File: config.mk
export PLATFORM = sky130hd
export DESIGN_NAME = alu_share_ctrl
export DESIGN_NICKNAME = d
export VERILOG_FILES = /design/src/rtl/alu_pkg.sv /design/src/rtl/alu_8bit.sv /design/src/rtl/rr_arbiter.sv /design/src/rtl/alu_share_ctrl.sv
export SDC_FILE = /design/constraint.sdc
export NUM_CORES = 1
export LEC_CHECK = 0
export CORE_MARGIN = 2
export CORE_UTILIZATION = 51
export CTS_CLUSTER_DIAMETER = 100
export DETAILED_ROUTE_END_ITERATION = 8
export PLACE_DENSITY = 0.8
export SYNTH_ARGS = -nofsm -noshare
export SYNTH_HDL_FRONTEND = slang
export SYNTH_SLANG_ARGS = --single-unit
File: constraint.sdc
create_clock -name clk -period 10 [get_ports clk]
set_input_delay 1.5 -clock clk [delete_from_list [all_inputs] [get_ports clk]]
set_output_delay 1.5 -clock clk [all_outputs]
set_load 0.1 [all_outputs]
File: src/rtl/alu_pkg.sv
// Shared definitions for the shared-ALU scheduler: opcodes, flag bit
// positions and the scheduler FSM state type.
package alu_pkg;

  // Opcodes, fully decoded across the 4-bit space
  localparam logic [3:0] OP_ADD = 4'h0;
  localparam logic [3:0] OP_SUB = 4'h1;
  localparam logic [3:0] OP_MUL = 4'h2;
  localparam logic [3:0] OP_DIV = 4'h3;
  localparam logic [3:0] OP_AND = 4'h4;
  localparam logic [3:0] OP_OR  = 4'h5;
  localparam logic [3:0] OP_XOR = 4'h6;
  localparam logic [3:0] OP_NOT = 4'h7;
  localparam logic [3:0] OP_SHL = 4'h8;
  localparam logic [3:0] OP_SHR = 4'h9;
  localparam logic [3:0] OP_ROL = 4'hA;
  localparam logic [3:0] OP_ROR = 4'hB;
  localparam logic [3:0] OP_INC = 4'hC;
  localparam logic [3:0] OP_DEC = 4'hD;
  localparam logic [3:0] OP_LT  = 4'hE;
  localparam logic [3:0] OP_EQ  = 4'hF;

  // Bit positions inside rsp_flags = {S, Z, P, AC}
  localparam int FLG_S  = 3;
  localparam int FLG_Z  = 2;
  localparam int FLG_P  = 1;
  localparam int FLG_AC = 0;

  typedef enum logic [1:0] {
    ST_IDLE = 2'd0,
    ST_EXEC = 2'd1,
    ST_RESP = 2'd2
  } state_t;

endpackage

File: src/rtl/alu_8bit.sv
// Combinational 8-bit ALU. Carry is bit 8 of the sum for ADD, the unsigned
// borrow (a < b) for SUB and zero for every other opcode.
module alu_8bit
  import alu_pkg::*;
(
  input  logic [3:0] op,
  input  logic [7:0] a,
  input  logic [7:0] b,
  output logic [7:0] result,
  output logic       carry
);

  logic [8:0] sum9;

  // Decode the opcode into a result and carry
  always_comb begin
    result = 8'h00;
    carry  = 1'b0;
    sum9   = {1'b0, a} + {1'b0, b};
    case (op)
      OP_ADD: begin
        result = sum9[7:0];
        carry  = sum9[8];
      end
      OP_SUB: begin
        result = a - b;
        carry  = (a < b);
      end
      OP_MUL:  result = a * b;
      OP_DIV:  result = (b == 8'h00) ? 8'h00 : (a / b);
      OP_AND:  result = a & b;
      OP_OR:   result = a | b;
      OP_XOR:  result = a ^ b;
      OP_NOT:  result = ~a;
      OP_SHL:  result = {a[6:0], 1'b0};
      OP_SHR:  result = {1'b0, a[7:1]};
      OP_ROL:  result = {a[6:0], a[7]};
      OP_ROR:  result = {a[0], a[7:1]};
      OP_INC:  result = a + 8'h01;
      OP_DEC:  result = a - 8'h01;
      OP_LT:   result = {7'b0, (a < b)};
      OP_EQ:   result = {7'b0, (a == b)};
      default: result = 8'h00;
    endcase
  end

endmodule

File: src/rtl/rr_arbiter.sv
// Round-robin arbiter: searches from the pointer upward (mod NUM_REQ) and
// returns the first active request as a one-hot grant plus its index.
module rr_arbiter #(
  parameter int NUM_REQ = 4,
  parameter int ID_W    = $clog2(NUM_REQ)
) (
  input  logic [NUM_REQ-1:0] req,
  input  logic [ID_W-1:0]    ptr,
  output logic [NUM_REQ-1:0] grant,
  output logic [ID_W-1:0]    grant_idx
);

  int  idx;
  logic found;

  // Walk the requesters starting at the pointer and take the first one
  always_comb begin
    grant     = '0;
    grant_idx = '0;
    found     = 1'b0;
    idx       = 0;
    for (int k = 0; k < NUM_REQ; k++) begin
      idx = int'(ptr) + k;
      if (idx >= NUM_REQ) idx = idx - NUM_REQ;
      if (!found && req[idx]) begin
        found      = 1'b1;
        grant[idx] = 1'b1;
        grant_idx  = ID_W'(idx);
      end
    end
  end

endmodule

File: src/rtl/alu_share_ctrl.sv
// Shares one alu_8bit among NUM_REQ requesters, one operation at a time.
// IDLE grants round-robin, EXEC runs the latched operands through the ALU
// and registers the response, RESP holds it until rsp_ready.
// Optional macro ALU_SHARE_FLAGS_EN enables the registered {S,Z,P,AC}
// flags; without it rsp_flags is tied to zero.
module alu_share_ctrl
  import alu_pkg::*;
#(
  parameter int NUM_REQ = 4,
  parameter int ID_W    = $clog2(NUM_REQ)
) (
  input  logic                 clk,
  input  logic                 rst_n,
  input  logic [NUM_REQ-1:0]   req_valid,
  output logic [NUM_REQ-1:0]   req_ready,
  input  logic [4*NUM_REQ-1:0] req_op,
  input  logic [8*NUM_REQ-1:0] req_a,
  input  logic [8*NUM_REQ-1:0] req_b,
  output logic                 rsp_valid,
  input  logic                 rsp_ready,
  output logic [ID_W-1:0]      rsp_id,
  output logic [7:0]           rsp_result,
  output logic                 rsp_carry,
  output logic [3:0]           rsp_flags
);

  state_t             state_q, state_d;
  logic [ID_W-1:0]    ptr_q, ptr_d;
  logic [3:0]         op_q, op_d;
  logic [7:0]         a_q, a_d;
  logic [7:0]         b_q, b_d;
  logic [ID_W-1:0]    id_q, id_d;
  logic [ID_W-1:0]    rsp_id_q, rsp_id_d;
  logic [7:0]         rsp_result_q, rsp_result_d;
  logic               rsp_carry_q, rsp_carry_d;

  logic [NUM_REQ-1:0] grant;
  logic [ID_W-1:0]    grant_idx;
  logic [7:0]         alu_result;
  logic               alu_carry;
  logic [7:0]         res_fin;
  logic               carry_fin;

  rr_arbiter #(
    .NUM_REQ (NUM_REQ),
    .ID_W    (ID_W)
  ) u_arb (
    .req       (req_valid),
    .ptr       (ptr_q),
    .grant     (grant),
    .grant_idx (grant_idx)
  );

  alu_8bit u_alu (
    .op     (op_q),
    .a      (a_q),
    .b      (b_q),
    .result (alu_result),
    .carry  (alu_carry)
  );

  // Divide by zero never reaches the response: force result and carry to 0
  always_comb begin
    res_fin   = alu_result;
    carry_fin = alu_carry;
    if (op_q == OP_DIV && b_q == 8'h00) begin
      res_fin   = 8'h00;
      carry_fin = 1'b0;
    end
  end

  // Next-state, operand latching and handshake outputs for the scheduler
  always_comb begin
    state_d      = state_q;
    ptr_d        = ptr_q;
    op_d         = op_q;
    a_d          = a_q;
    b_d          = b_q;
    id_d         = id_q;
    rsp_id_d     = rsp_id_q;
    rsp_result_d = rsp_result_q;
    rsp_carry_d  = rsp_carry_q;
    req_ready    = '0;
    rsp_valid    = 1'b0;
    case (state_q)
      ST_IDLE: begin
        req_ready = grant;
        if (|grant) begin
          op_d    = req_op[4*grant_idx +: 4];
          a_d     = req_a[8*grant_idx +: 8];
          b_d     = req_b[8*grant_idx +: 8];
          id_d    = grant_idx;
          ptr_d   = (grant_idx == ID_W'(NUM_REQ-1)) ? '0 : grant_idx + 1'b1;
          state_d = ST_EXEC;
        end
      end
      ST_EXEC: begin
        rsp_result_d = res_fin;
        rsp_carry_d  = carry_fin;
        rsp_id_d     = id_q;
        state_d      = ST_RESP;
      end
      ST_RESP: begin
        rsp_valid = 1'b1;
        if (rsp_ready) state_d = ST_IDLE;
      end
      default: state_d = ST_IDLE;
    endcase
  end

  // Scheduler state, latched request and registered response
  always_ff @(posedge clk or negedge rst_n) begin
    if (!rst_n) begin
      state_q      <= ST_IDLE;
      ptr_q        <= '0;
      op_q         <= '0;
      a_q          <= '0;
      b_q          <= '0;
      id_q         <= '0;
      rsp_id_q     <= '0;
      rsp_result_q <= '0;
      rsp_carry_q  <= 1'b0;
    end else begin
      state_q      <= state_d;
      ptr_q        <= ptr_d;
      op_q         <= op_d;
      a_q          <= a_d;
      b_q          <= b_d;
      id_q         <= id_d;
      rsp_id_q     <= rsp_id_d;
      rsp_result_q <= rsp_result_d;
      rsp_carry_q  <= rsp_carry_d;
    end
  end

  assign rsp_id     = rsp_id_q;
  assign rsp_result = rsp_result_q;
  assign rsp_carry  = rsp_carry_q;

`ifdef ALU_SHARE_FLAGS_EN
  logic [3:0] rsp_flags_q, rsp_flags_d;
  logic [4:0] nib_sum;
  logic       half_carry;

  // Status flags derived from the final result, captured alongside it in EXEC
  always_comb begin
    rsp_flags_d = rsp_flags_q;
    nib_sum     = {1'b0, a_q[3:0]} + {1'b0, b_q[3:0]};
    half_carry  = 1'b0;
    if (op_q == OP_ADD)      half_carry = nib_sum[4];
    else if (op_q == OP_SUB) half_carry = (a_q[3:0] < b_q[3:0]);
    if (state_q == ST_EXEC) begin
      rsp_flags_d[FLG_S]  = res_fin[7];
      rsp_flags_d[FLG_Z]  = (res_fin == 8'h00);
      rsp_flags_d[FLG_P]  = ~^res_fin;
      rsp_flags_d[FLG_AC] = half_carry;
    end
  end

  // Flag register
  always_ff @(posedge clk or negedge rst_n) begin
    if (!rst_n) rsp_flags_q <= '0;
    else        rsp_flags_q <= rsp_flags_d;
  end

  assign rsp_flags = rsp_flags_q;
`else
  assign rsp_flags = 4'b0000;
`endif

endmodule

# Word level (Yosys, flattened, before mapping)
# Index checks and enable logic that the tools add are counted.
# word_totals
wordCells,130
out_inout_bits,20
input_bits,87
reg_bits,37
# classes
mul,1
n_mux,46
add_sub_neg,12
n_eq_ne,21
n_shift,3
order_cmp,13
div_mod_pow,1
bitwise,7
n_reduce_logical,17
# ops
operator,count
$ge 32x1->1 const B,4
$lt 32x4->1 const B,4
$mux 32,4
$pmux 8 s16,1
$ge 32x4->1 const B,3
$sub 32x4->32 const B,3
$shiftx 32x6->8,2
$eq 4x4->1 const B,8
$mux 4,5
$mux 1,17
$eq 4x3->1 const B,4
$mux 8,2
$shiftx 16x5->4,1
$mux 2,7
$or 4x4->4,3
$add 8x8->9,1
$add 8x1->8 const B,1
$and 8x8->8,1
$bmux 1 s2,4
$demux 1 s2,4
$div 8x8->8,1
$eq 4x2->1 const B,2
$eq 8x8->1,1
$logic_and 1x1->1,8
other kinds (24),30

# Logic depth before layout (Yosys ltp)
# Gate-level depths: netlist of run 1.
# logic_depth
ltp_word,18
mapped_depth,54
depth_no_buf,49

# By module
# From an unflattened synthesis of run 1, not the netlist that was laid out.
# hier_totals
cells_unflattened,773
hier_area_um2,6718.9
# modules_own_cells
mod,area_each_um2,n_inst,cells_per_inst,seq_area_each_um2
alu_8bit,4252.8,1,578,0.0
alu_share_ctrl,2009.4,1,146,925.9
rr_arbiter,456.7,1,49,0.0

# Worst setup path before layout of run 1
# Ideal clock, no wire load.
# synth_path
path_type,register to register
start,register b_q[7]
end,"register rsp_result_q[0], in the netlist rsp_result[0]"
required_time_ps,9914
synth_period_minus_slack_ps,10330
slack_ps,-330
path_stages_with_launch,52
arrival_time_ps,10244
setup_ps,86
n_path_buf,5
path_cell_list,dfrtp_1 clkbuf_1 or3_1 nor3_2 clkbuf_1 a31oi_1 a31oi_1 ha_1 nor4b_1 a31oi_1 a211o_1 and3_1 ha_1 a21oi_1 a2bb2oi_1 a41o_1 a22oi_1 ha_1 [... 16 more ...] o21ai_0 clkbuf_1 mux2_2 ha_1 o21a_1 nor2_1 a21oi_1 a31o_2 clkbuf_1 nor2_1 a22o_1 a31o_2 ha_1 nand3_1 o21ai_0 nand3_1 a21o_1 a32oi_1
# synth_between
elab_chain_len,4
word_cells_on_any_way,8
classes_between,div (1); order compare (1); eq/ne (1); mux (3); reduce/logical (2)
# synth_lines
element,line_no,source
from (decl),alu_share_ctrl.sv:31,"logic [7:0] b_q, b_d;"
from (signal assigned),alu_share_ctrl.sv:118,b_q <= '0;
from (signal assigned),alu_share_ctrl.sv:128,b_q <= b_d;
$div 8x8->8 / $logic_not 8->1 (equally long branches),"alu_8bit.sv:30, alu_share_ctrl.sv:66",
$mux 8,alu_8bit.sv:30,OP_DIV: result = (b == 8'h00) ? 8'h00 : (a / b);
$pmux 8 s16,alu_8bit.sv:20,case (op)
$mux 8 *,alu_share_ctrl.sv:66,if (op_q == OP_DIV && b_q == 8'h00) begin
to (signal assigned),alu_share_ctrl.sv:131,rsp_result_q <= rsp_result_d;
to (decl),alu_share_ctrl.sv:34,"logic [7:0] rsp_result_q, rsp_result_d;"
# Mark *: on every way between the ends. The rest lies on a longest branch, timed or not.
# A chain may end at the register's enable or synchronous reset.

# Worst setup path after layout of run 1
# Ends and elaborated chain as after synthesis.

==> impl_metrics.toml, run 1 <==
[final_layout]
n_antenna_cell = 0
fin_nets = 1074
n_fill_cell = 1059
drive_gt1_share_pct = 16.42
final_cell_area_um2 = 8362
syn2layout_area_growth_pct = 24.78

[timing]
setup_viol = 0
worst_pin_slew_ns = 1.124
relSlewSlack_pct = 23.13
timing.final.crit_period_ns = 9.840
final_max_slew_viol_count = 0
whs_ns = 0.4826
skew_ns = 0.002860
fin_crit_sh_pct = 98.40
fmax_mhz = 101.6
hold_violations = 0

[worst_hold_path]
hp-class = "flop to flop"
hold_depth = 1

[clock_network]
cts_tree = "built"
root_buffer = "clkbuf_16"
cts_buffer_depth = 2
insertion_delay_ns = 0.29
cts_made_buffers = 5
clkSinkCount = 37
path_clk_slew_ns = 0.06
cts.hold.buffers_added = 0
htreeDepth = 2

[run]
cap_violations = 0

[place]
io_buffers = 102
placed_cell_area_um2 = 7905
hpwl_um = 15320
place.gp.congestion = 1.009

[floorplan]
io_pins = 107
rows = 41
dieWidth_um = 118.6
die_area_um2 = 14070
die_h_um = 118.6
initial_utilization_pct = 52.68
core_area_um2 = 12720

[synthesis]
yosys_register_bits = 37
synth_area_um2 = 6701
synth_edf_count = 0
synth_warnings = 0
synth.most_common_cell = "ha_1"
synth_ff_type = "dfrtp_1"
synthTopCellsByArea = "ha_1 17%, dfrtp_1 14%, mux4_2 7.7%"
synthTopCellsByCount = "90 x ha_1, 60 x nor2_1, 57 x inv_1"
synth_top_cell_by_area = "ha_1"
avgSynthCellArea_um2 = 8.658
syn_inst = 774
yosysTopAreaCellShare_pct = 16.80
async_flop_share_pct = 100.0
seq_area_frac_synth_pct = 13.82
yosysUniqueCellTypes = 74

[global_routing]
grt.overflow.total = 0
grt_max_degree = 40
antenna_found_initial = 0
grt_use_total_pct = 29.52
grt_pass1_vias = 6495
grt_pass1_wl_um = 33350

[drt]
drtIter0Drc = 806
via_count = 6635
ant_nets = 0
drc = 0
wire_per_inst_um = 20.01
first_pass_iters = 6
finalWirelength_um = 21110
vias_per_cell = 6.289

[setup_path]
slowest_stage = "or3_4"
startpoint = "b_q[7]$_DFFE_PN0P_"
endpoint = "rsp_result[0]$_DFFE_PN0N_"
r2r_end = "rsp_result[0]$_DFFE_PN0N_"
arrival_ns = 10.04
path_class = "flop to flop"
cp_max_fo = 7
cp-start-kind = "flop"
worstReg2RegStart = "b_q[7]$_DFFE_PN0P_"
critPathRequiredTime_ns = 10.20
critical-path-max-stage-delay_ns = 0.42
r2r_cells = 50
worst_setup_path_end_kind = "flop"
reg2reg_slack_ns = 0.16

[outcome]
status = "finished, final reports clean"
[metrics by stage]
step                util [%]  cells  TNS (ns)  setup WS [ns]
CTS                    63.77   1039         0        0.02225
finish                 65.73   1055         0         0.1601
global placement       62.14   1029         0         0.2187
global route           65.73   1055   -0.1682        -0.1682
detailed placement     62.14   1029   -0.1716        -0.1716
floorplan                  -    777         0        0.01282
[what timing repair did]
action | CTS | global route
buffers inserted | 2 | 15
endpoints found under the hold margin | 0 | 0
gates cloned | 0 | 1
setup endpoints to repair | 1 | 1
pin swaps | 1 | 11
resized for setup | 6 | 32
[sequential cells by signal, indices dropped and copies added, names as in the netlist, named ones only]
signal	cells
ptr_q	1
rsp_carry	1
state_q	2
rsp_id	2
op_q	4
rsp_result	8
b_q	8
a_q	8
id_q	2
[worst max-delay path: cells and delay by family, from the launching register on]
family                   cells  cell delay, ns
AND/OR/NAND/NOR             10            1.65
AO/OA/AOI/OAI               24            4.20
buffers and inverters        9            1.41
flip-flops                   1            0.38
adder cells (fa/ha/maj)      7            2.10
[worst min-delay path by stage]
stage	start	endpoint	slack, ns
2_1_floorplan	id_q[0]$_DFFE_PN0P_	id_q[0]$_DFFE_PN0P_	0.45
3_3_place_gp	rsp_result[4]$_DFFE_PN0N_	rsp_result[4]$_DFFE_PN0N_	0.46
3_5_place_dp	id_q[0]$_DFFE_PN0P_	id_q[0]$_DFFE_PN0P_	0.47
4_1_cts	id_q[0]$_DFFE_PN0P_	id_q[0]$_DFFE_PN0P_	0.49
5_1_grt	rsp_result[1]$_DFFE_PN0N_	rsp_result[1]$_DFFE_PN0N_	0.52
6_report	id_q[0]$_DFFE_PN0P_	id_q[0]$_DFFE_PN0P_	0.48
[cells in the final DEF, fill, tap and decap left out, types with 6 or more instances in the layout]
master           instances
nor2_1                  58
a31oi_1                 11
mux2_2                  13
o21ai_0                 42
a21oi_1                 46
nand3_1                 13
clkdlybuf4s50_1        101
mux2_4                  16
nand2b_1                10
inv_1                   57
buf_4                   41
xor2_1                  10
mux2i_1                 14
o211ai_1                 6
o21ai_2                  7
o21a_1                  10
ha_1                    86
mux4_2                  23
a21o_1                  17
dfrtp_1                 37
nor3_1                  24
xnor2_1                 30
fa_1                    15
nor2b_1                 12
nand2_1                 53
[cells by family after synthesis]
group	synth area share, %
AOI/OAI and AO/OA	20.63
and+or+nand+nor	14.69
adders and majority gates	21.28
buffers and inverters	6.815
muxes	16.80
xor gates and xnor gates	5.900
DFF	13.82
other	0.05596
[area by class of cell]
cell class | instances | area (um^2) | share of cell area, %
clock buffer | 5 | 125.1 | 1.496
tap | 172 | 215.2 | 2.574
clock inverter | 3 | 46.29 | 0.5536
inverter | 58 | 217.7 | 2.604
sequential | 37 | 925.9 | 11.07
multi-input combinational | 635 | 5492 | 65.67
timing repair buffer | 145 | 1340 | 16.03
[layer usage]
layer	wire, um	vias to the layer above	GRT usage, %
met5	0	-	0
met4	756	0	10.12
met3	2118	77	5.068
met2	9849	396	49.07
met1	8388	3131	38.71
li1	-	3031	-
Power of run 1 is left out: the tool's default activity adds up to more than one toggle a clock period on the data nets, which glitch-free logic cannot reach.
==> inputs of run 2 (changes only) <==
Settings changed: CORE_UTILIZATION 51 to 40, PLACE_DENSITY 0.8 to not set.
==> run 2 against run 1 <==
Setup slack improved by 0.19 ns. Clock skew increased by 0.0070 ns. Design area increased by 0.24%. Critical path depth decreased by 1. Register-to-register slack improved by 0.19 ns. Critical endpoint unchanged. Highest routed layer unchanged.
==> impl_metrics.toml, run 2 (synthesis gave the netlist of run 1 again) <==
[outcome]
status = "finished, final reports clean"

[drt]
via_count = 6529
vias_per_cell = 5.914
drc = 0
first_pass_iters = 5
wire_per_inst_um = 19.68
finalWirelength_um = 21720
drtIter0Drc = 580
ant_nets = 0

[timing]
timing.final.crit_period_ns = 9.654
hold_violations = 0
setup_viol = 0
fmax_mhz = 103.6
worst_pin_slew_ns = 1.096
whs_ns = 0.4824
relSlewSlack_pct = 26.95
skew_ns = 0.009890
fin_crit_sh_pct = 96.54
final_max_slew_viol_count = 0

[clock_network]
cts.hold.buffers_added = 0
root_buffer = "clkbuf_16"
cts_made_buffers = 5
htreeDepth = 2
path_clk_slew_ns = 0.06
cts_buffer_depth = 2
clkSinkCount = 37
cts_tree = "built"
insertion_delay_ns = 0.29

[floorplan]
dieWidth_um = 133.4
io_pins = 107
initial_utilization_pct = 40.70
die_area_um2 = 17800
rows = 47
die_h_um = 133.4
core_area_um2 = 16470

[setup_path]
cp.depth = 49
cp_max_fo = 9
arrival_ns = 9.85
critPathTopFamily = "compound AO/OA/AOI/OAI gates"
worst_setup_path_end_kind = "flop"
critPathBufInv = 5
slowest_stage = "or3_4"
cp-start-kind = "flop"
cpMostUsedCell = "ha_1"
r2r_cells = 49
path_class = "flop to flop"
critPathRequiredTime_ns = 10.19
critical-path-max-stage-delay_ns = 0.41

[run]
cap_violations = 0

[global_routing]
grt_use_total_pct = 24.30
grt_pass1_vias = 6514
grt.overflow.total = 0
antenna_found_initial = 0
grt_pass1_wl_um = 34150
grt_max_degree = 39

[final_layout]
final_cell_mix = "101 x clkdlybuf4s50_1, 87 x ha_1, 59 x nor2_1, 57 x inv_1, 54 x nand2_1"
layout_commonest_cell = "clkdlybuf4s50_1"
fin_nets = 1076
final_core_util_pct = 50.90
n_antenna_cell = 0
drive_gt1_share_pct = 15.38
syn2layout_area_growth_pct = 25.07

[place]
io_buffers = 102
place.gp.congestion = 0.9460
hpwl_um = 16670

[worst_hold_path]
hold_depth = 1
hp-class = "flop to flop"
==> run 2: worst reg2reg max path: cells and delay by family, from the launching register on <==
family | cells | cell delay (ns)
AOI/OAI and AO/OA | 24 | 4.19
adders and majority gates | 7 | 2.07
and+or+nand+nor | 12 | 1.93
buffers and inverters | 5 | 0.83
DFF | 1 | 0.37
muxes | 1 | 0.18
==> run 2: metrics by stage <==
stage	TNS [ns]	instance area, um^2	instances	setup WS [ns]
2_1_floorplan	0	6716	777	0.01282
3_3_place_gp	0	7988	1080	0.1969
3_5_place_dp	-0.3493	7988	1080	-0.3493
4_1_cts	0	8172	1090	0.03321
5_1_grt	-0.1380	8382	1104	-0.1380
6_report	0	8382	1104	0.3461
==> run 2: cell type report <==
cell class                      count  area, um^2
Tap cell                          220       275.3
Sequential cell                    37       925.9
Fill cell                        1546        8084
Clock buffer                        7       142.6
Inverter                           58       217.7
Timing Repair Buffer              147        1355
Multi-Input combinational cell    635        5465
==> run 2: worst paths after layout <==
| path | start | end | slack, ns |
|---|---|---|---|
| max | b_q[7]$_DFFE_PN0P_ | rsp_result[0]$_DFFE_PN0N_ | 0.35 |
| min | rsp_result[1]$_DFFE_PN0N_ | rsp_result[1]$_DFFE_PN0N_ | 0.48 |
| max reg2reg | b_q[7]$_DFFE_PN0P_ | rsp_result[0]$_DFFE_PN0N_ | 0.35 |
| min reg2reg | rsp_result[1]$_DFFE_PN0N_ | rsp_result[1]$_DFFE_PN0N_ | 0.48 |
| max in group asynchronous | rst_n | b_q[2]$_DFFE_PN0P_ | 8.10 |
| min in group asynchronous | rst_n | rsp_carry$_DFFE_PN0N_ | 1.33 |
==> run 2: layer usage <==
| layer | vias to the layer above | part of all wire, % | global-route usage, % |
|---|---|---|---|
| li1 | 3039 | - | - |
| met1 | 3137 | 41 | 30.46 |
| met2 | 298 | 49 | 42.81 |
| met3 | 55 | 6.0 | 2.702 |
| met4 | 0 | 3.5 | 9.515 |
| met5 | - | 0 | 0 |
==> run 2: timing repair <==
item	4_1_cts	5_1_grt
resized for setup	8	22
setup buffers	3	13
pin swaps	2	11
setup endpoints to repair	1	1
endpoints found under the hold margin	0	0
cloned	0	1
Power of run 2 is left out for the same reason.
==> inputs of run 3 (changes only) <==
Settings changed: CTS_CLUSTER_DIAMETER 100 to 30, PLACE_DENSITY set to 0.61.
==> run 3 against run 2 <==
Final cell count fell by 0.45%. Worst hold slack lost 0.013 ns. Clock-buffer cell count fell by 2. Core utilization fell by 0.48 points. Global-route usage decreased by 1.6 points. Die area is the same. Sequential cell count did not move. Setup slack better by 0.14 ns. Design area shrank 0.94%. Sequential share of layout area increased by 0.10 points. Critical endpoint unchanged. Critical path type unchanged.
==> impl_metrics.toml, run 3 (synthesis gave the netlist of run 1 again) <==
[clock_network]
root_buffer = "clkbuf_16"
htreeDepth = 2
cts_made_buffers = 5
cts_buffer_depth = 2
path_clk_slew_ns = 0.06
cts_tree = "built"
insertion_delay_ns = 0.29
clkSinkCount = 37

[timing]
final_max_slew_viol_count = 0
fin_crit_sh_pct = 95.15
setup_viol = 0
hold_violations = 0
skew_ns = 0.004342
worst_pin_slew_ns = 1.116
whs_ns = 0.4698
timing.final.crit_period_ns = 9.515
relSlewSlack_pct = 25.56
fmax_mhz = 105.1

[floorplan]
dieWidth_um = 133.4
die_area_um2 = 17800
rows = 47
initial_utilization_pct = 40.70
io_pins = 107
core_area_um2 = 16470
die_h_um = 133.4

[global_routing]
grt_max_degree = 39
grt.overflow.total = 0
grt_use_total_pct = 22.67
grt_pass1_wl_um = 32220
antenna_found_initial = 0
grt_pass1_vias = 5981

[setup_path]
arrival_ns = 9.68
worst_setup_path_end_kind = "flop"
cpMostUsedCell = "ha_1"
startpoint = "b_q[7]$_DFFE_PN0P_"
cp-start-kind = "flop"
cp_max_fo = 8
path_class = "flop to flop"
critPathRequiredTime_ns = 10.16
slowest_stage = "or3_4"
critical-path-max-stage-delay_ns = 0.41
worstReg2RegStart = "b_q[7]$_DFFE_PN0P_"

[run]
cap_violations = 0

[final_layout]
n_antenna_cell = 0
drive_gt1_share_pct = 15.02
stdcell_count = 1099
layout_commonest_cell = "clkdlybuf4s50_1"
final_cell_mix = "101 x clkdlybuf4s50_1, 89 x ha_1, 58 x nor2_1, 57 x inv_1, 53 x nand2_1"
syn2layout_area_growth_pct = 23.90
final_core_util_pct = 50.43
fin_nets = 1070

[drt]
wire_per_inst_um = 18.67
vias_per_cell = 5.865
drc = 0
first_pass_iters = 5
finalWirelength_um = 20520
ant_nets = 0
drtIter0Drc = 563
via_count = 6446

[place]
io_buffers = 102
place.gp.congestion = 0.9522
dp_cells = 1082
hpwl_um = 15700

[worst_hold_path]
hold_path.startpoint = "rsp_result[4]$_DFFE_PN0N_"
hp-class = "flop to flop"

[outcome]
status = "finished, final reports clean"
## run 3: changes by cell type in the layout (fill, tap and decap cells not counted), moves of 2 or more
cell,change
o21ai_2,+2
buf_4,-4
ha_1,+2
o21ai_1,-3
clkinv_2,+2
ha_4,-3
## run 3: path summary, 6_finish.rpt
path | to | cells after the start | slack (ns)
setup / recovery | rsp_result[0]$_DFFE_PN0N_ | 49 | 0.48
hold / removal | rsp_result[4]$_DFFE_PN0N_ | 2 | 0.47
setup reg to reg | rsp_result[0]$_DFFE_PN0N_ | 49 | 0.48
hold reg to reg | rsp_result[4]$_DFFE_PN0N_ | 2 | 0.47
max in group asynchronous | b_q[3]$_DFFE_PN0P_ | 1 | 8.13
min in group asynchronous | ptr_q[1]$_DFFE_PN0P_ | 1 | 1.33
## run 3: repair_timing
action | in CTS | in global routing
hold buffers | 0 | 0
pin swaps | 1 | 8
setup buffers | 1 | 7
setup endpoints to repair | 1 | 1
gates resized for setup | 1 | 29
gates cloned | 0 | 1
## run 3: critical path, delay by kind of cell (launching register included)
kind	cells	cell delay, ns
buffers and inverters	3	0.57
flip-flops	1	0.37
AO/OA/AOI/OAI	26	3.86
AND/OR/NAND/NOR	11	1.79
multiplexers	2	0.59
adder cells (fa/ha/maj)	7	2.18
## run 3: layer usage
metal	part of all wire (%)	track usage, %	vias up
met2	47	37.69	305
li1	-	-	3023
met4	2.3	5.378	0
met5	0	0	-
met3	7.0	2.930	46
met1	44	31.44	3072
## run 3: final cells by class
class,count,area [um^2]
clock buffer,5,125.1
fill,1551,8163
multi-input combinational,635,5433
inverter,58,217.7
timing repair buffer,141,1309
tap,220,275.3
clock inverter,3,17.52
sequential,37,925.9
## run 3: stage by stage
stage	setup TNS, ns	setup slack [ns]	cell area [um^2]
global route	-0.01888	-0.01888	8303
CTS	0	0.04004	8157
detailed placement	-0.06956	-0.06956	8003
floorplan	0	0.01282	6716
finish	0	0.4846	8303
global placement	0	0.2309	8003
Power of run 3 is left out for the same reason.
